===== src/rtl/timer_pkg.sv =====
// Shared constants and types for the 8051-style timer_unit: SFR map, counter modes, TCON/TMOD layout.
`timescale 1ns/1ps
package timer_pkg;

    localparam logic [2:0] ADDR_TL0  = 3'd0;
    localparam logic [2:0] ADDR_TL1  = 3'd1;
    localparam logic [2:0] ADDR_TH0  = 3'd2;
    localparam logic [2:0] ADDR_TH1  = 3'd3;
    localparam logic [2:0] ADDR_TMOD = 3'd4;
    localparam logic [2:0] ADDR_TCON = 3'd5;

    typedef enum logic [1:0] {
        MODE_13BIT      = 2'd0,
        MODE_16BIT      = 2'd1,
        MODE_AUTORELOAD = 2'd2,
        MODE_SPLIT      = 2'd3
    } mode_e;

    localparam int TCON_TF1 = 7;
    localparam int TCON_TR1 = 6;
    localparam int TCON_TF0 = 5;
    localparam int TCON_TR0 = 4;

    typedef struct packed {
        logic  gate;
        logic  ct;
        mode_e mode;
    } tmod_half_t;

    typedef struct packed {
        tmod_half_t t1;
        tmod_half_t t0;
    } tmod_t;

endpackage


===== src/rtl/timer_unit_if.sv =====
// SFR register port between the CPU core (master) and timer_unit (slave).
`timescale 1ns/1ps
interface timer_unit_if;
    logic [2:0] addr;
    logic       wr_en;
    logic [7:0] wr_data;
    logic       rd_en;
    logic [7:0] rd_data;

    modport master (output addr, output wr_en, output wr_data, output rd_en, input rd_data);
    modport slave  (input addr, input wr_en, input wr_data, input rd_en, output rd_data);
endinterface


===== src/rtl/timer_chan.sv =====
// One TLx/THx counter pair with mode 0/1/2 arithmetic; split mode built only with TIMER_MODE3_EN.
// Latency: count/overflow registered on the increment clk. No backpressure: SFR writes win over increments.
`timescale 1ns/1ps
module timer_chan
    import timer_pkg::*;
(
    input  logic       clk,
    input  logic       reset,
    input  logic       inc_i,
    input  logic       inc_hi_i,
    input  mode_e      mode_i,
    input  logic       wr_tl_i,
    input  logic       wr_th_i,
    input  logic [7:0] wr_data_i,
    output logic [7:0] tl_o,
    output logic [7:0] th_o,
    output logic       ovf_o,
    output logic       ovf_hi_o
);

    logic [7:0]  tl_q, tl_d, th_q, th_d;
    logic [5:0]  lo13;
    logic [16:0] sum16;
    logic        inc_full;

    always_comb begin
        tl_d     = tl_q;
        th_d     = th_q;
        ovf_o    = 1'b0;
        ovf_hi_o = 1'b0;
        inc_full = inc_i & ~wr_tl_i & ~wr_th_i;
        lo13     = {1'b0, tl_q[4:0]} + 6'd1;
        sum16    = {1'b0, th_q, tl_q} + 17'd1;
        case (mode_i)
            MODE_13BIT: begin
                if (inc_full) begin
                    tl_d = {tl_q[7:5], lo13[4:0]};
                    if (lo13[5]) begin
                        th_d  = th_q + 8'd1;
                        ovf_o = (th_q == 8'hFF);
                    end
                end
            end
            MODE_16BIT: begin
                if (inc_full) begin
                    {th_d, tl_d} = sum16[15:0];
                    ovf_o        = sum16[16];
                end
            end
            MODE_AUTORELOAD: begin
                if (inc_full) begin
                    if (tl_q == 8'hFF) begin
                        tl_d  = th_q;
                        ovf_o = 1'b1;
                    end else begin
                        tl_d = tl_q + 8'd1;
                    end
                end
            end
            default: begin
`ifdef TIMER_MODE3_EN
                // Split halves are independent, so a write only kills its own half's increment.
                if (inc_i && !wr_tl_i) begin
                    tl_d  = tl_q + 8'd1;
                    ovf_o = (tl_q == 8'hFF);
                end
                if (inc_hi_i && !wr_th_i) begin
                    th_d     = th_q + 8'd1;
                    ovf_hi_o = (th_q == 8'hFF);
                end
`endif
            end
        endcase
        if (wr_tl_i) tl_d = wr_data_i;
        if (wr_th_i) th_d = wr_data_i;
    end

`ifndef TIMER_MODE3_EN
    logic unused_inc_hi;
    assign unused_inc_hi = inc_hi_i;
`endif

    always_ff @(posedge clk) begin
        if (reset) begin
            tl_q <= 8'h00;
            th_q <= 8'h00;
        end else begin
            tl_q <= tl_d;
            th_q <= th_d;
        end
    end

    assign tl_o = tl_q;
    assign th_o = th_q;

endmodule


===== src/rtl/timer_unit.sv =====
// Two 8051 timer/counters with prescaler, T-pin sync, TCON/TMOD SFRs; mode 3 split under TIMER_MODE3_EN.
// Latency: rd_data one clk after rd_en; timing one clk after the overflow tick.
// No backpressure: every SFR access completes in a single clk.
`timescale 1ns/1ps
module timer_unit
    import timer_pkg::*;
#(
    parameter int PRESCALE = 12
) (
    input  logic         clk,
    input  logic         reset,
    timer_unit_if.slave  bus,
    input  logic [1:0]   int_n,
    input  logic [1:0]   t_pin,
    input  logic [1:0]   intr_ack,
    output logic [1:0]   timing
);

    logic [7:0] pre_q, pre_d;
    logic       tick;
    logic [1:0] t_meta_q, t_sync_q, t_prev_q, t_prev_d;
    tmod_t      tmod_q, tmod_d;
    logic [1:0] tr_q, tr_d, tf_q, tf_d;
    logic [1:0] timing_q;
    logic [7:0] rd_data_q, rd_data_d, rd_mux, tcon_val;
    logic       wr_tl0, wr_tl1, wr_th0, wr_th1, wr_tmod, wr_tcon;
    logic [1:0] fall, run, inc;
    logic       inc0_hi, split0;
    logic [7:0] tl0, th0, tl1, th1;
    logic       ovf0, ovf1, ovf0_hi, unused_ovf1_hi;
    logic [1:0] tf_set, tf_clr;

    assign tick     = (pre_q == 8'(PRESCALE - 1));
    assign pre_d    = tick ? 8'd0 : pre_q + 8'd1;
    // Falling edge seen between the previous tick's sample and this tick's sample.
    assign fall     = t_prev_q & ~t_sync_q;
    assign t_prev_d = tick ? t_sync_q : t_prev_q;

    assign wr_tl0  = bus.wr_en && (bus.addr == ADDR_TL0);
    assign wr_tl1  = bus.wr_en && (bus.addr == ADDR_TL1);
    assign wr_th0  = bus.wr_en && (bus.addr == ADDR_TH0);
    assign wr_th1  = bus.wr_en && (bus.addr == ADDR_TH1);
    assign wr_tmod = bus.wr_en && (bus.addr == ADDR_TMOD);
    assign wr_tcon = bus.wr_en && (bus.addr == ADDR_TCON);

    assign run[0] = tr_q[0] & (~tmod_q.t0.gate | int_n[0]);
    assign run[1] = tr_q[1] & (~tmod_q.t1.gate | int_n[1]);
    assign inc[0] = tick & run[0] & (~tmod_q.t0.ct | fall[0]);

`ifdef TIMER_MODE3_EN
    // TH0 borrows TR1 and TF1 while timer 0 is split; timer 1 in mode 3 simply stops.
    assign split0  = (tmod_q.t0.mode == MODE_SPLIT);
    assign inc0_hi = tick & tr_q[1];
    assign inc[1]  = tick & run[1] & (~tmod_q.t1.ct | fall[1]) & (tmod_q.t1.mode != MODE_SPLIT);
`else
    assign split0  = 1'b0;
    assign inc0_hi = 1'b0;
    assign inc[1]  = tick & run[1] & (~tmod_q.t1.ct | fall[1]);
`endif

    timer_chan u_chan0 (
        .clk       (clk),
        .reset     (reset),
        .inc_i     (inc[0]),
        .inc_hi_i  (inc0_hi),
        .mode_i    (tmod_q.t0.mode),
        .wr_tl_i   (wr_tl0),
        .wr_th_i   (wr_th0),
        .wr_data_i (bus.wr_data),
        .tl_o      (tl0),
        .th_o      (th0),
        .ovf_o     (ovf0),
        .ovf_hi_o  (ovf0_hi)
    );

    timer_chan u_chan1 (
        .clk       (clk),
        .reset     (reset),
        .inc_i     (inc[1]),
        .inc_hi_i  (1'b0),
        .mode_i    (tmod_q.t1.mode),
        .wr_tl_i   (wr_tl1),
        .wr_th_i   (wr_th1),
        .wr_data_i (bus.wr_data),
        .tl_o      (tl1),
        .th_o      (th1),
        .ovf_o     (ovf1),
        .ovf_hi_o  (unused_ovf1_hi)
    );

    // Set beats clear so an overflow coinciding with an acknowledge is never lost.
    assign tf_set = {split0 ? ovf0_hi : ovf1, ovf0};
    assign tf_clr = intr_ack | {2{wr_tcon}};
    assign tf_d   = tf_set | (tf_q & ~tf_clr);
    assign tr_d   = wr_tcon ? {bus.wr_data[TCON_TR1], bus.wr_data[TCON_TR0]} : tr_q;
    assign tmod_d = wr_tmod ? tmod_t'(bus.wr_data) : tmod_q;

    always_comb begin
        tcon_val           = 8'h00;
        tcon_val[TCON_TF1] = tf_q[1];
        tcon_val[TCON_TR1] = tr_q[1];
        tcon_val[TCON_TF0] = tf_q[0];
        tcon_val[TCON_TR0] = tr_q[0];
        rd_mux = 8'h00;
        case (bus.addr)
            ADDR_TL0:  rd_mux = tl0;
            ADDR_TL1:  rd_mux = tl1;
            ADDR_TH0:  rd_mux = th0;
            ADDR_TH1:  rd_mux = th1;
            ADDR_TMOD: rd_mux = tmod_q;
            ADDR_TCON: rd_mux = tcon_val;
            default:   rd_mux = 8'h00;
        endcase
        rd_data_d = bus.rd_en ? rd_mux : rd_data_q;
    end

    always_ff @(posedge clk) begin
        if (reset) begin
            pre_q     <= 8'd0;
            t_meta_q  <= 2'b00;
            t_sync_q  <= 2'b00;
            t_prev_q  <= 2'b00;
            tmod_q    <= '0;
            tr_q      <= 2'b00;
            tf_q      <= 2'b00;
            timing_q  <= 2'b00;
            rd_data_q <= 8'h00;
        end else begin
            pre_q     <= pre_d;
            t_meta_q  <= t_pin;
            t_sync_q  <= t_meta_q;
            t_prev_q  <= t_prev_d;
            tmod_q    <= tmod_d;
            tr_q      <= tr_d;
            tf_q      <= tf_d;
            timing_q  <= tf_q;
            rd_data_q <= rd_data_d;
        end
    end

    assign bus.rd_data = rd_data_q;
    assign timing      = timing_q;

endmodule


===== src/flat_wrapper.sv =====
// flat-port wrapper written by rule: the top's interface ports become plain ports
module timer_unit_flat import timer_pkg::*;
#(
    parameter int PRESCALE = 12
)
  (clk, reset, int_n, t_pin, intr_ack, timing, bus_addr, bus_wr_en, bus_wr_data, bus_rd_en, bus_rd_data);
  timer_unit_if bus_i ();
  input  logic clk;
  input  logic reset;
  input  logic [1:0] int_n;
  input  logic [1:0] t_pin;
  input  logic [1:0] intr_ack;
  output logic [1:0] timing;
  input wire logic [$bits(bus_i.addr)-1:0] bus_addr;
  input wire logic [$bits(bus_i.wr_en)-1:0] bus_wr_en;
  input wire logic [$bits(bus_i.wr_data)-1:0] bus_wr_data;
  input wire logic [$bits(bus_i.rd_en)-1:0] bus_rd_en;
  output wire logic [$bits(bus_i.rd_data)-1:0] bus_rd_data;
  assign bus_i.addr = bus_addr;
  assign bus_i.wr_en = bus_wr_en;
  assign bus_i.wr_data = bus_wr_data;
  assign bus_i.rd_en = bus_rd_en;
  assign bus_rd_data = bus_i.rd_data;
  timer_unit #(.PRESCALE(PRESCALE)) u_core (.clk(clk), .reset(reset), .bus(bus_i), .int_n(int_n), .t_pin(t_pin), .intr_ack(intr_ack), .timing(timing));
endmodule

===== config.mk =====
export PLATFORM = sky130hd
export DESIGN_NAME = timer_unit_flat
export DESIGN_NICKNAME = d
export VERILOG_FILES = /design/src/rtl/timer_pkg.sv /design/src/rtl/timer_unit_if.sv /design/src/rtl/timer_chan.sv /design/src/rtl/timer_unit.sv /design/src/flat_wrapper.sv
export SDC_FILE = /design/constraint.sdc
export NUM_CORES = 1
export LEC_CHECK = 0
export ABC_AREA = 1
export CORE_MARGIN = 1
export CORE_UTILIZATION = 54
export CTS_CLUSTER_SIZE = 10
export DETAILED_ROUTE_END_ITERATION = 8
export GPL_ROUTABILITY_DRIVEN = 0
export PLACE_DENSITY = 0.77
export SLEW_MARGIN = 15
export SYNTH_ARGS = -nofsm -noshare
export SYNTH_HDL_FRONTEND = slang
export SYNTH_SLANG_ARGS = --single-unit

===== constraint.sdc =====
create_clock -name clk -period 1.52 [get_ports clk]
set_input_delay 0.304 -clock clk [delete_from_list [all_inputs] [get_ports clk]]
set_output_delay 0.304 -clock clk [all_outputs]
set_load 0.05 [all_outputs]

==> results.txt <==
Boundary pin count - 31
Clk sinks - 68
Met2 Use GR - 57.3%
Vias per inst - 5.80
# placed instances - 996
Origin of the critical flop-to-flop path - u_core.u_chan0.tl_o[1]$_SDFFE_PP0P_
Netlist cell types - 45
Crit-path cells - buf_4 -> nand2_1 -> nor2_2 -> nand2_2 -> nand2_4 -> inv_1 -> nor2_2 -> buf_4 -> nand2_1 -> nor2_1 -> nor2_1 -> nor2_1
Die width - 96.3 um
HPWL after DPL - 12,300 um
CTS max path bufs - 2
Comb pwr share - 16.8%
Final slew viol count - 0
Hold Buf Count CTS - 0
# rows - 34
WP buf/inv - 3
Pin count of the biggest net entering global routing - 24
Worst Skew - 17.9 ps
Antenna violations before repair - 0
Skew-Pair Late Insertion Delay - 370 ps
Crit end category - flip-flop
Vias in the first global route - 5,314
Final core occ - 77.5%
RSZ-0062 raised after global routing - yes
Worst slew pin tran - 468 ps
CTS buffer count - 9
Failing checks - setup timing
Total Power - 4.17 mW
Seq cells post-synth - 68
Vias - 5,921
Max-Cap Viols - 0
Final instance area - 0.00672 mm^2
Clock group share of total power - 38.6%
Psw - 1.28 mW
Wirelength per Cell - 16.4 um
Clock slew at reported path FFs - 80 ps
Max-Slew Margin vs Limit - 68.7%
Final net count - 941
PwrDens - 621 mW/mm^2
Min cycle time layout - 1650 ps
Most frequent cell on the critical path - nor2_1
Slowest-stage cell, CP - dfxtp_4
Internal power - 2.90 mW
First-pass GRT wire length - 25,400 um
Top Usage Layer GRT - met2
Drt pass-1 iters - 6
Yosys warnings - 0
Sw frac - 30.6%
Worst setup path endpoint - u_core.u_chan0.th_o[5]$_SDFFE_PP0P_
Share of cells above drive strength 1 - 29.1%
Initial core utilization - 55.3%
Final setup violation count - 31
Internal reg-to-reg setup slack - -130 ps
Final Hold Viols - 0
Drt drc - 0
Placed Area - 0.00612 mm^2
CP max stage delay - 370 ps
Clock root buffer - clkbuf_8
Post-synth EDFFs - 0
Iter 0 DRT Violations - 674
Met3 usage - 9.95%
Min-Delay Path Class - reg -> reg
CP Max Fanout - 4
Grt ovf - 0
Leakage - 2.92 nW
Routed wire length - 16,700 um
H-Tree Depth - 3
Required time worst endpoint - 1810 ps
CTS tree - yes
Final Cycle Share - 109%
R2R Path End - u_core.u_chan0.th_o[5]$_SDFFE_PP0P_
Crit path launch type - flip-flop
Die ar. - 0.00927 mm^2
Avg Cell Area, Syn - 6.24 um^2
Reg2reg path depth - 12
Worst path depth - 12
Critical Path Source - u_core.u_chan0.tl_o[1]$_SDFFE_PP0P_
Fmax - 605 MHz
Peak VDD IR - 0.000666 V
FILL cells - 651
Mapped cell area - 0.00480 mm^2
Final ANT Viol Nets - 0
Non-Filler Instances - 1,020
Syn Nets - 803
Sequential element share of the synthesized area - 28.4%
Status - complete, but fails checks
Core area - 0.00868 mm^2
Prevailing post-synth register cell - dfxtp_1
Post-synth ARST share - 0%
Gr usage total - 36.6%
Inserted Diodes - 0
CP Class - reg -> reg
Area growth, synth to finish - 40.0%
Chip height - 96.3 um
Final WS setup - -134 ps
CP delay by family, top - simple AND/OR/NAND/NOR gates
Global routing usage on met1 - 46.0%
Mapped Cells - 769
Crit path DAT - 1940 ps
Reg power frac - 44.6%
Input/output buffers - 30
-- cell usage in the layout, fill, tap and decap left out, types with 4 or more instances in the layout --
cell type	n
inv_6	4
buf_12	14
ha_1	4
xor2_1	9
a21oi_2	8
nor2_1	106
nand2_2	13
nand2_1	198
buf_4	112
nor2_4	9
nand3_2	6
nor2_2	11
o22ai_1	6
nor3_1	6
inv_2	14
nand3_4	5
dfxtp_2	9
ha_4	6
inv_1	71
dfxtp_1	56
o21ai_1	5
o21ai_0	37
nand3_1	58
a21oi_1	39
clkdlybuf4s50_1	17
xnor2_1	5
nand2_4	12
nand4_1	9
clkbuf_8	9
-- routing by layer --
| layer | wire length, um | up-vias |
|---|---|---|
| met2 | 7480 | 393 |
| met5 | 0 | - |
| met4 | 906 | 0 |
| li1 | - | 2761 |
| met3 | 1940 | 101 |
| met1 | 6430 | 2666 |
-- power groups by stage --
| stage | logic [mW] | clock network, mW | registers [mW] |
|---|---|---|---|
| after floorplan | 0.304 | 0 | 1.91 |
| after global placement | 0.620 | 0 | 1.89 |
| after detailed placement | 0.636 | 0 | 1.90 |
| after CTS | 0.658 | 1.62 | 1.86 |
| after global routing | 0.752 | 1.71 | 1.86 |
| final | 0.702 | 1.61 | 1.86 |
-- worst min-delay path by stage --
stage,cells after the start,startpoint,slack (ps),endpoint
3_5_place_dp,2,u_core.t_meta_q[1]$_SDFF_PP0_,390,u_core.t_sync_q[1]$_SDFF_PP0_
4_1_cts,2,u_core.t_meta_q[1]$_SDFF_PP0_,410,u_core.t_sync_q[1]$_SDFF_PP0_
6_report,2,u_core.t_meta_q[1]$_SDFF_PP0_,410,u_core.t_sync_q[1]$_SDFF_PP0_
3_3_place_gp,2,u_core.t_meta_q[1]$_SDFF_PP0_,390,u_core.t_sync_q[1]$_SDFF_PP0_
5_1_grt,2,u_core.t_meta_q[1]$_SDFF_PP0_,430,u_core.t_sync_q[1]$_SDFF_PP0_
2_1_floorplan,2,u_core.t_meta_q[0]$_SDFF_PP0_,390,u_core.t_sync_q[0]$_SDFF_PP0_
-- metrics by stage --
step                hold WS (ps)  setup slack (ps)  TNS [ps]
global placement             392              -439    -18140
detailed placement           394              -493    -20810
CTS                          407              -117     -2240
global route                 426              -238     -4750
finish                       406              -134     -1500
floorplan                    388              2.46         0
-- cells by family (layout without fill, tap and decap cells) --
kind of cell | after synthesis | count (layout) | share of synthesized area (%)
adder cells (fa/ha/maj) | 13 | 13 | 3.39
AND/OR/NAND/NOR | 450 | 450 | 42.8
XOR/XNOR | 14 | 14 | 2.55
buffers and inverters | 110 | 253 | 9.85
flip-flops | 68 | 68 | 28.4
AO/OA/AOI/OAI | 114 | 114 | 13.0
-- sequential cells by signal, summed over array words and instances (netlist names), 8 cells and up --
register / cells
u_core.bus.rd_data: 8
u_core.pre_q: 8
u_core.tmod_q: 8
u_core.u_chan0.th_o: 8
u_core.u_chan0.tl_o: 8
u_core.u_chan1.th_o: 8
u_core.u_chan1.tl_o: 8
-- final cells by class --
| class | count | area, um^2 | share of cell area [%] |
|---|---|---|---|
| inverters | 89 | 343 | 5.10 |
| repair buffers | 148 | 1340 | 19.9 |
| well taps | 108 | 135 | 2.01 |
| clock inverters | 7 | 80.1 | 1.19 |
| multi-input cells | 591 | 3320 | 49.3 |
| flip-flops and latches | 68 | 1380 | 20.6 |
| clock buffers | 9 | 124 | 1.84 |
-- cell usage after synthesis, types with 7 or more instances --
master / instances / area share [%]
xor2_1: 9 / 1.6
nor2_2: 7 / 0.91
nand2_1: 215 / 17
o22ai_1: 7 / 0.91
dfxtp_1: 68 / 28
nor2_1: 115 / 9.0
nand3_1: 63 / 6.6
o21ai_0: 41 / 4.3
inv_1: 78 / 6.1
nand4_1: 9 / 1.2
nor3_1: 9 / 0.94
inv_2: 8 / 0.63
clkbuf_1: 9 / 0.70
ha_1: 13 / 3.4
a21oi_1: 47 / 4.9
-- worst reg2reg max path, stage by stage, from the launching register on --
cell and delay (ps):
dfxtp_4 370, buf_4 130, nand2_1 90, nor2_2 160, nand2_2 110, nand2_4 110
inv_1 50, nor2_2 120, buf_4 130, nand2_1 40, nor2_1 110, nor2_1 70
nor2_1 90
-- repair_timing --
action,CTS,global route
buffers inserted,3,7
setup endpoints to repair,37,34
pin swaps,17,29
gates resized for setup,41,61
No activity file was read; power rests on OpenSTA's default activity.
